--- config.mk ---
export PLATFORM = sky130hd
export DESIGN_NAME = luma_pool_2x2
export DESIGN_NICKNAME = d
export VERILOG_FILES = /design/src/rtl/pre_pkg.sv /design/src/rtl/rgb_to_luma.sv /design/src/rtl/luma_pool_2x2.sv
export SDC_FILE = /design/constraint.sdc
export NUM_CORES = 2
export LEC_CHECK = 0
export BUFFER_PORTS_ARGS = -buffer_cell sky130_fd_sc_hd__buf_2
export CORE_UTILIZATION = 55
export CTS_CLUSTER_DIAMETER = 40
export DETAILED_ROUTE_END_ITERATION = 8
export PLACE_DENSITY = 0.74
export RECOVER_POWER = 50
export SLEW_MARGIN = 20
export SYNTH_ARGS = -nofsm -noshare
export SYNTH_HDL_FRONTEND = slang
export SYNTH_SLANG_ARGS = --single-unit
--- constraint.sdc ---
create_clock -name i_clk -period 6.4 [get_ports i_clk]
set_clock_uncertainty 0.05 [all_clocks]
set_input_delay 0.32 -clock i_clk [delete_from_list [all_inputs] [get_ports i_clk]]
set_output_delay 0.32 -clock i_clk [all_outputs]
set_load 0.02 [all_outputs]
--- src/rtl/pre_pkg.sv ---
// Shared constants and types for the RGB-to-luma preprocessing path.
// Pixel layout, luma weight defaults and the output stream word shape live here.
package pre_pkg;

    localparam int PIX_W  = 8;
    localparam int RGB_W  = 3 * PIX_W;
    localparam int R_LSB  = 16;
    localparam int G_LSB  = 8;
    localparam int B_LSB  = 0;

    localparam int COEF_R_DEF = 77;
    localparam int COEF_G_DEF = 150;
    localparam int COEF_B_DEF = 29;

    localparam int AXIS_W = 32;
    localparam int BLK    = 8;
    localparam int POOL_W = BLK / 2;

    typedef enum logic {
        ROW_EVEN = 1'b0,
        ROW_ODD  = 1'b1
    } row_par_t;

    typedef struct packed {
        logic              last;
        logic [AXIS_W-1:0] data;
    } axis_word_t;

    function automatic logic [PIX_W-1:0] rgb_chan(input logic [RGB_W-1:0] px, input int lsb);
        return px[lsb +: PIX_W];
    endfunction

endpackage

--- src/rtl/rgb_to_luma.sv ---
// Combinational RGB888 to 8-bit luma with Q0.8 weights and round-half-up.
// Weights must sum to 256 so full white maps to 255 without overflow.
module rgb_to_luma
    import pre_pkg::*;
#(
    parameter int COEF_R = COEF_R_DEF,
    parameter int COEF_G = COEF_G_DEF,
    parameter int COEF_B = COEF_B_DEF
) (
    input  logic [RGB_W-1:0] i_rgb,
    output logic [PIX_W-1:0] o_y
);

    localparam logic [15:0] C_R = 16'(COEF_R);
    localparam logic [15:0] C_G = 16'(COEF_G);
    localparam logic [15:0] C_B = 16'(COEF_B);

    function automatic logic [PIX_W-1:0] round_q8(input logic [15:0] acc);
        logic [15:0] t;
        t = acc + 16'd128;
        return t[15:8];
    endfunction

    logic [15:0] w_acc;

    assign w_acc = C_R * {8'd0, rgb_chan(i_rgb, R_LSB)}
                 + C_G * {8'd0, rgb_chan(i_rgb, G_LSB)}
                 + C_B * {8'd0, rgb_chan(i_rgb, B_LSB)};

    assign o_y = round_q8(w_acc);

endmodule

--- src/rtl/luma_pool_2x2.sv ---
// Converts 8-pixel RGB rows to luma and 2x2 average-pools each 8x8 block to 4x4,
// streaming one 32-bit word per row pair through an AXI-Stream output FIFO.
module luma_pool_2x2
    import pre_pkg::*;
#(
    parameter int FIFO_DEPTH = 8,
    parameter int COEF_R     = COEF_R_DEF,
    parameter int COEF_G     = COEF_G_DEF,
    parameter int COEF_B     = COEF_B_DEF
) (
    input  logic              i_clk,
    input  logic              i_rst,
    input  logic [RGB_W-1:0]  in_data1,
    input  logic [RGB_W-1:0]  in_data2,
    input  logic [RGB_W-1:0]  in_data3,
    input  logic [RGB_W-1:0]  in_data4,
    input  logic [RGB_W-1:0]  in_data5,
    input  logic [RGB_W-1:0]  in_data6,
    input  logic [RGB_W-1:0]  in_data7,
    input  logic [RGB_W-1:0]  in_data8,
    input  logic              in_valid,
    output logic [AXIS_W-1:0] m_axis_data,
    output logic              m_axis_valid,
    input  logic              m_axis_ready,
    output logic              m_axis_last,
    output logic              o_intr,
    output logic              o_overflow
);

    localparam int PTR_W = $clog2(FIFO_DEPTH);
    localparam int CNT_W = PTR_W + 1;

    function automatic logic [PIX_W-1:0] pool_round(input logic [9:0] part, input logic [8:0] sum);
        logic [9:0] t;
        t = part + {1'b0, sum} + 10'd2;
        return t[9:2];
    endfunction

    logic [RGB_W-1:0] w_pix [BLK];
    logic [PIX_W-1:0] w_y   [BLK];

    assign w_pix[0] = in_data1;
    assign w_pix[1] = in_data2;
    assign w_pix[2] = in_data3;
    assign w_pix[3] = in_data4;
    assign w_pix[4] = in_data5;
    assign w_pix[5] = in_data6;
    assign w_pix[6] = in_data7;
    assign w_pix[7] = in_data8;

    for (genvar k = 0; k < BLK; k++) begin : g_luma
        rgb_to_luma #(
            .COEF_R (COEF_R),
            .COEF_G (COEF_G),
            .COEF_B (COEF_B)
        ) u_luma (
            .i_rgb (w_pix[k]),
            .o_y   (w_y[k])
        );
    end

    // ---- stage 1: luma registered with row parity ----
    logic [PIX_W-1:0] r_y_p1 [BLK];
    logic             r_vld_p1;
    row_par_t         r_par_p1;
    logic [2:0]       r_row_cnt;

    always_ff @(posedge i_clk) begin
        if (i_rst) begin
            r_vld_p1  <= 1'b0;
            r_par_p1  <= ROW_EVEN;
            r_row_cnt <= 3'd0;
        end else begin
            r_vld_p1 <= in_valid;
            if (in_valid) begin
                r_par_p1  <= row_par_t'(r_row_cnt[0]);
                r_row_cnt <= r_row_cnt + 3'd1;
            end
        end
    end

    always_ff @(posedge i_clk) begin
        if (in_valid) begin
            for (int k = 0; k < BLK; k++) begin
                r_y_p1[k] <= w_y[k];
            end
        end
    end

    // ---- stage 2: horizontal pair sums, vertical accumulate, pooled word ----
    logic [8:0]        w_sum  [POOL_W];
    logic [9:0]        r_part [POOL_W];
    logic [AXIS_W-1:0] r_word_p2;
    logic              r_last_p2;
    logic              r_vld_p2;
    logic [1:0]        r_word_cnt;
    logic              w_even_p1;
    logic              w_odd_p1;

    for (genvar j = 0; j < POOL_W; j++) begin : g_sum
        assign w_sum[j] = {1'b0, r_y_p1[2*j]} + {1'b0, r_y_p1[2*j+1]};
    end

    assign w_even_p1 = r_vld_p1 && (r_par_p1 == ROW_EVEN);
    assign w_odd_p1  = r_vld_p1 && (r_par_p1 == ROW_ODD);

    always_ff @(posedge i_clk) begin
        if (i_rst) begin
            r_vld_p2   <= 1'b0;
            r_word_cnt <= 2'd0;
            for (int j = 0; j < POOL_W; j++) begin
                r_part[j] <= 10'd0;
            end
        end else begin
            r_vld_p2 <= w_odd_p1;
            if (w_even_p1) begin
                for (int j = 0; j < POOL_W; j++) begin
                    r_part[j] <= {1'b0, w_sum[j]};
                end
            end
            if (w_odd_p1) begin
                r_word_cnt <= r_word_cnt + 2'd1;
            end
        end
    end

    always_ff @(posedge i_clk) begin
        if (w_odd_p1) begin
            for (int j = 0; j < POOL_W; j++) begin
                r_word_p2[j*PIX_W +: PIX_W] <= pool_round(r_part[j], w_sum[j]);
            end
            r_last_p2 <= (r_word_cnt == 2'd3);
        end
    end

    // ---- stage 3: output FIFO; a full FIFO still takes a push when it pops in the same cycle ----
    axis_word_t       r_mem [FIFO_DEPTH];
    logic [PTR_W-1:0] r_wr_ptr;
    logic [PTR_W-1:0] r_rd_ptr;
    logic [CNT_W-1:0] r_count;
    logic             r_overflow;
    logic             r_intr;
    axis_word_t       w_head;
    axis_word_t       w_wr_word;
    logic             w_full;
    logic             w_pop;
    logic             w_push;
    logic             w_drop;

    assign w_head    = r_mem[r_rd_ptr];
    assign w_wr_word = '{last: r_last_p2, data: r_word_p2};
    assign w_full    = (r_count == CNT_W'(FIFO_DEPTH));
    assign w_pop     = m_axis_valid && m_axis_ready;
    assign w_push    = r_vld_p2 && (!w_full || w_pop);
    assign w_drop    = r_vld_p2 && w_full && !w_pop;

    assign m_axis_valid = (r_count != '0);
    assign m_axis_data  = m_axis_valid ? w_head.data : '0;
    assign m_axis_last  = m_axis_valid && w_head.last;
    assign o_intr       = r_intr;
    assign o_overflow   = r_overflow;

    always_ff @(posedge i_clk) begin
        if (i_rst) begin
            r_wr_ptr   <= '0;
            r_rd_ptr   <= '0;
            r_count    <= '0;
            r_overflow <= 1'b0;
            r_intr     <= 1'b0;
        end else begin
            if (w_push) begin
                r_wr_ptr <= r_wr_ptr + PTR_W'(1);
            end
            if (w_pop) begin
                r_rd_ptr <= r_rd_ptr + PTR_W'(1);
            end
            unique case ({w_push, w_pop})
                2'b10:   r_count <= r_count + CNT_W'(1);
                2'b01:   r_count <= r_count - CNT_W'(1);
                default: r_count <= r_count;
            endcase
            if (w_drop) begin
                r_overflow <= 1'b1;
            end
            r_intr <= w_pop && w_head.last;
        end
    end

    always_ff @(posedge i_clk) begin
        if (w_push) begin
            r_mem[r_wr_ptr] <= w_wr_word;
        end
    end

endmodule

Yosys cells after proc, flatten, opt, wreduce, memory -nomap -nowiden:

Memories as Yosys holds them, arrays and structs flattened. A register that Yosys moved wholly into a read port is not among the register bits.
Cells that the tools add are included.

* add/subtract/negate cells: 42
* $mul: 24
* equality and inequality tests: 4
* multiplexer cells: 17
* bitwise logic cells: 5
* reductions and logical operators: 13

Operators with widths (count)
* $mul A7 B8 Y15 const A: 16
* $add A15 B16 Y16: 8
* $add A16 B13 Y16: 8
* $add A16 B8 Y16 const B: 8
* $mul A5 B8 Y13 const A: 8
* $add A10 B2 Y10 const B: 4
* $add A10 B9 Y10: 4
* $add A8 B8 Y9: 4
* $mux W9: 4
* $mux W32: 1
* $add A3 B1 Y3 const B: 3
* $mux W1: 9
* $logic_and A1 B1 Y1: 8
* $pmux W4 S2: 1
* $mux W3: 2
* $add A4 B1 Y4 const B: 1
* $eq A2 B2 Y1 const B: 2
* $eq A4 B4 Y1 const B: 1
* $or A1 B1 Y1: 4
* $reduce_bool A4 Y1: 1
* $sub A4 B1 Y4 const B: 1
* $add A2 B1 Y2 const B: 1
* $eq A2 B1 Y1 const B: 1
* $logic_not A1 Y1: 2
* 3 further kinds: 3

* register bits: 53
* memory bits (writable): 364
* input bits: 196
* logic and storage cells: 120
* memories kept: 3

Memory list
* r_mem: words 8, bits a word 33, rd ports 1, clocked after Yosys merged registers in 1, write ports 1, RTL line luma_pool_2x2.sv:137 `axis_word_t r_mem [FIFO_DEPTH];`
* r_y_p1: words 8, bits a word 8, rd ports 8, clocked after Yosys merged registers in 0, write ports 8, RTL line luma_pool_2x2.sv:63 `logic [PIX_W-1:0] r_y_p1 [BLK];`
* r_part: words 4, bits a word 9, rd ports 4, clocked after Yosys merged registers in 0, write ports 4, RTL line luma_pool_2x2.sv:92 `logic [9:0] r_part [POOL_W];`

Depth between registers and ports, before layout:

* depth in word-level cells: 6
* mapped depth: 26
* depth with buffers taken out: 26

Hierarchy:

Synthesis repeated with hierarchy kept, for this count alone.

* cell total of the unflattened synthesis: 3810
* area total of the unflattened synthesis: 44579.0 um^2

Modules (own cells, without submodules)
* luma_pool_2x2: times used 1, cells an instance 1085, area each 18331.3 um^2, sequential area each 12341.8 um^2
* rgb_to_luma (g_luma[0].u_luma ...): times used 2, cells an instance 341, area each 3310.7 um^2, sequential area each 0.0 um^2
* rgb_to_luma (g_luma[3].u_luma ...): times used 2, cells an instance 340, area each 3251.9 um^2, sequential area each 0.0 um^2
* rgb_to_luma (g_luma[2].u_luma): times used 1, cells an instance 338, area each 3308.2 um^2, sequential area each 0.0 um^2
* rgb_to_luma (g_luma[6].u_luma): times used 1, cells an instance 345, area each 3283.1 um^2, sequential area each 0.0 um^2
* rgb_to_luma (g_luma[5].u_luma): times used 1, cells an instance 339, area each 3279.4 um^2, sequential area each 0.0 um^2
* rgb_to_luma (g_luma[7].u_luma): times used 1, cells an instance 341, area each 3251.9 um^2, sequential area each 0.0 um^2

Least setup slack after synthesis:

No wires, ideal clock.

* path kind: input to register
* from: input in_data2[12]
* to: memory r_y_p1[1][7] (netlist: r_y_p1[0][15]), data pin
* arrival time: 6.073 ns
* required time: 6.090 ns
* slack: 0.017 ns
* stages: 22
* buffers on the path: 0
* cells stage by stage: ha_1 > ha_1 > inv_1 > fa_1 > inv_1 > fa_1 > ha_1 > xor2_1 > fa_1 > fa_1 > inv_1 > fa_1 > inv_1 > fa_1 > ha_1 > ha_1 > a21o_1 > a41o_1 > a211oi_2 > o221ai_1 > xnor2_1 > xnor2_1

RTL lines
* start: declaration: RTL line luma_pool_2x2.sv:14 `input logic [RGB_W-1:0] in_data2,`
* end: declaration: RTL line luma_pool_2x2.sv:63

==> summary.txt <==
Most common cell after layout, fill and taps aside = inv_1
GPL Wtd Cong = 0.854
Die height = 284 microns
Worst-Skew Late Latency = 0.59 ns
Remaining global-route overflow = 0
Nets = 5663
Worst-Margin Slew = 3.73 ns
Synth area leaders = edfxtp_1 27%, ha_1 25%, fa_1 21%, inv_1 7.8%, mux4_2 3.4%
RSZ-0062 raised after global routing = yes
Commonest non-fill, non-tap cells in the layout = 904 x inv_1, 864 x ha_1, 449 x fa_1
Synth Area in Compound Gates = 5.65%
P&R area growth vs syn = 12.2%
Worst EP required = 6.65 ns
Avg Cell Area, Syn = 11.7 sq um
Worst path cell trace = buf_2 > ha_1 > ha_1 > inv_1 > fa_1 > inv_1 > fa_1 > ha_1 > xnor2_1 > fa_1 > fa_1 > inv_1 > fa_1 > inv_1 > fa_1 > ha_1 > ha_1 > or3_1 > o211ai_1 > a21oi_1 > buf_4 > o21a_1 > nor2_1 > xnor2_1
Num CTS Buffers = 50
Placed cells = 5142
Synth cell types = 63
Post-CTS Resized = 0
Peak Freq = 163 MHz
Post-Synth Adder-Cell Area = 45.4%
Synth Register Bits = 418
Largest family of logic cells by synthesized area = adder cells
WL/cell = 15.6 microns
Critical path arrival = 6.39 ns
CP max FO = 3
Num rows = 102
Fin crit period = 6.14 ns
CTS clock-pin slew for the worst setup and hold paths = 0.06 ns
Critical path class = primary input to register
Clk root buf = clkbuf_16
Hold Buf Count CTS = 0
Initial antenna violation count = 1
PortBufs = 231
Number of flops mapped to enable cells by yosys = 397
Xor/xnor share of the synthesized area = 4.06%
Max-Slew Margin vs Limit = -149%
Crit-path max cell delay = 0.53 ns
Vias in the first global route = 28300
CTS tree = done
Synthesized netlist net count = 5247
Vias = 26900
TritonRoute pass-1 iters = 5
Layout Cells excl Fill = 5234
Critical path's slowest cell = fa_1
Synth Flop Type = edfxtp_1
Final Cycle Share = 96.0%
Die area = 0.0804 sq mm
Synthesized area = 0.0436 sq mm
Synth area leader = edfxtp_1
Detailed Place HPWL = 66800 microns
Hold slack final = 0.0886 ns
Status = finished with violations
Number of remaining DRC errors = 0
Type of origin of the critical path = primary input
Post-CTS Setup Bufs = 0
Post-synthesis sequential area ratio = 28.3%
Global Route Usage Sum = 21.1%
Final setup viols = 0
Max_cap viols = 2
Worst path most repeated cell = fa_1
Antenna Nets Post-Route = 0
Crit end category = register
First-pass GRT wire length = 138000 microns
Async S/R FF share, synth = 0%
Synth warn = 0
Violations in the final reports = capacitance limit, slew limit
Largest net degree at the start of global routing = 68
Routed WL = 81700 microns
DR iter-0 viols = 1026
Core box area = 0.0780 sq mm
Simple-Gate Fraction of Synth Area = 4.35%
Clock sink total = 418
Hold Violations, Final = 0
Vias per cell = 5.14
H-Tree Depth = 2
Width of the die = 284 microns
Max clock buf depth = 3
Post-synthesis mux area share = 4.21%
Synth top area share = 27.3%
Hold Crit Class = primary input to register
Max Transition Viols Final = 103
Share of layout cells above drive strength 1 = 13.7%
Initial Utilization = 55.9%
Post-Synthesis Cells = 3738
Ports = 232
## stage by stage
stage          cell area (sq um)  util (%)  setup slack, ns  TNS, ns
2_1_floorplan              43600         -           0.0170        0
3_3_place_gp               47200      60.6           -0.287    -2.95
3_5_place_dp               47200      60.6           -0.380    -5.42
4_1_cts                    48900      62.7            0.198        0
5_1_grt                    48900      62.7          -0.0591  -0.0591
6_report                   48900      62.7            0.256        0
## cell usage after synthesis (all sizes together) (8+ instances only)
master  number
ha         864
inv        904
edfxtp     397
or3         10
nor2b       19
nand2b      26
mux4        66
xnor2      139
a31oi        9
or2         10
and2        35
o21ai       85
dfxtp       21
o21a        18
fa         449
nor2       127
nand4       14
mux2i       35
a21o        66
o21bai      28
nand3       13
a21oi      129
nand2       75
clkbuf      16
buf         11
a211oi       8
xor2        63
nor3        33
## worst max-delay path, delay by kind of cell
family / cells / cell delay [ns]
compound gates: 3 / 0.53
xor+xnor: 2 / 0.33
fa+ha+maj: 11 / 4.24
buf+inv: 6 / 0.46
simple gates: 2 / 0.50
## per-layer routing
metal  global-route usage [%]  vias to the layer above  wire length (microns)
li1                         -                    13300                      -
met1                     27.4                    13100                  36500
met2                     38.1                      395                  41100
met3                     2.07                       96                   2570
met4                     4.14                        0                   1520
met5                        0                        -                      0
## logic make-up after synthesis
kind of cell,count (synthesis)
XOR/XNOR,202
AND/OR/NAND/NOR,385
multiplexers,101
AO/OA/AOI/OAI,388
buffers and inverters,931
adder cells (fa/ha/maj),1313
flip-flops,418
## final cells by class
class	instances	area [sq um]
fill	6108	29100
multi-input combinational	2389	27800
sequential	418	12300
inverter	904	3390
timing repair buffer	391	2340
clock buffer	65	1400
tap	1040	1300
clock inverter	26	300
antenna	1	2.50
## path summary, 6_finish.rpt
path	depth (start not counted)	slack, ns	from	end
max	24	0.26	in_data7[12]	r_y_p1[1][22]
min	3	0.09	m_axis_ready	o_intr
max reg2reg	13	2.87	r_y_p1[0][8]	r_word_p2[6]
min reg2reg	2	0.41	r_word_cnt[1]	r_word_cnt[1]
## sequential cells by signal, summed over array words and instances (netlist names), 2 cells and up, named ones only
| signal | cells |
|---|---|
| r_mem | 264 |
| r_word_cnt | 2 |
| r_y_p1 | 64 |
| r_count | 4 |
| r_wr_ptr | 3 |
| r_word_p2 | 32 |
| r_rd_ptr | 3 |
| r_part | 36 |
Power is left out: the tool's default activity adds up to more than one toggle a clock period on the data nets, which glitch-free logic cannot reach.
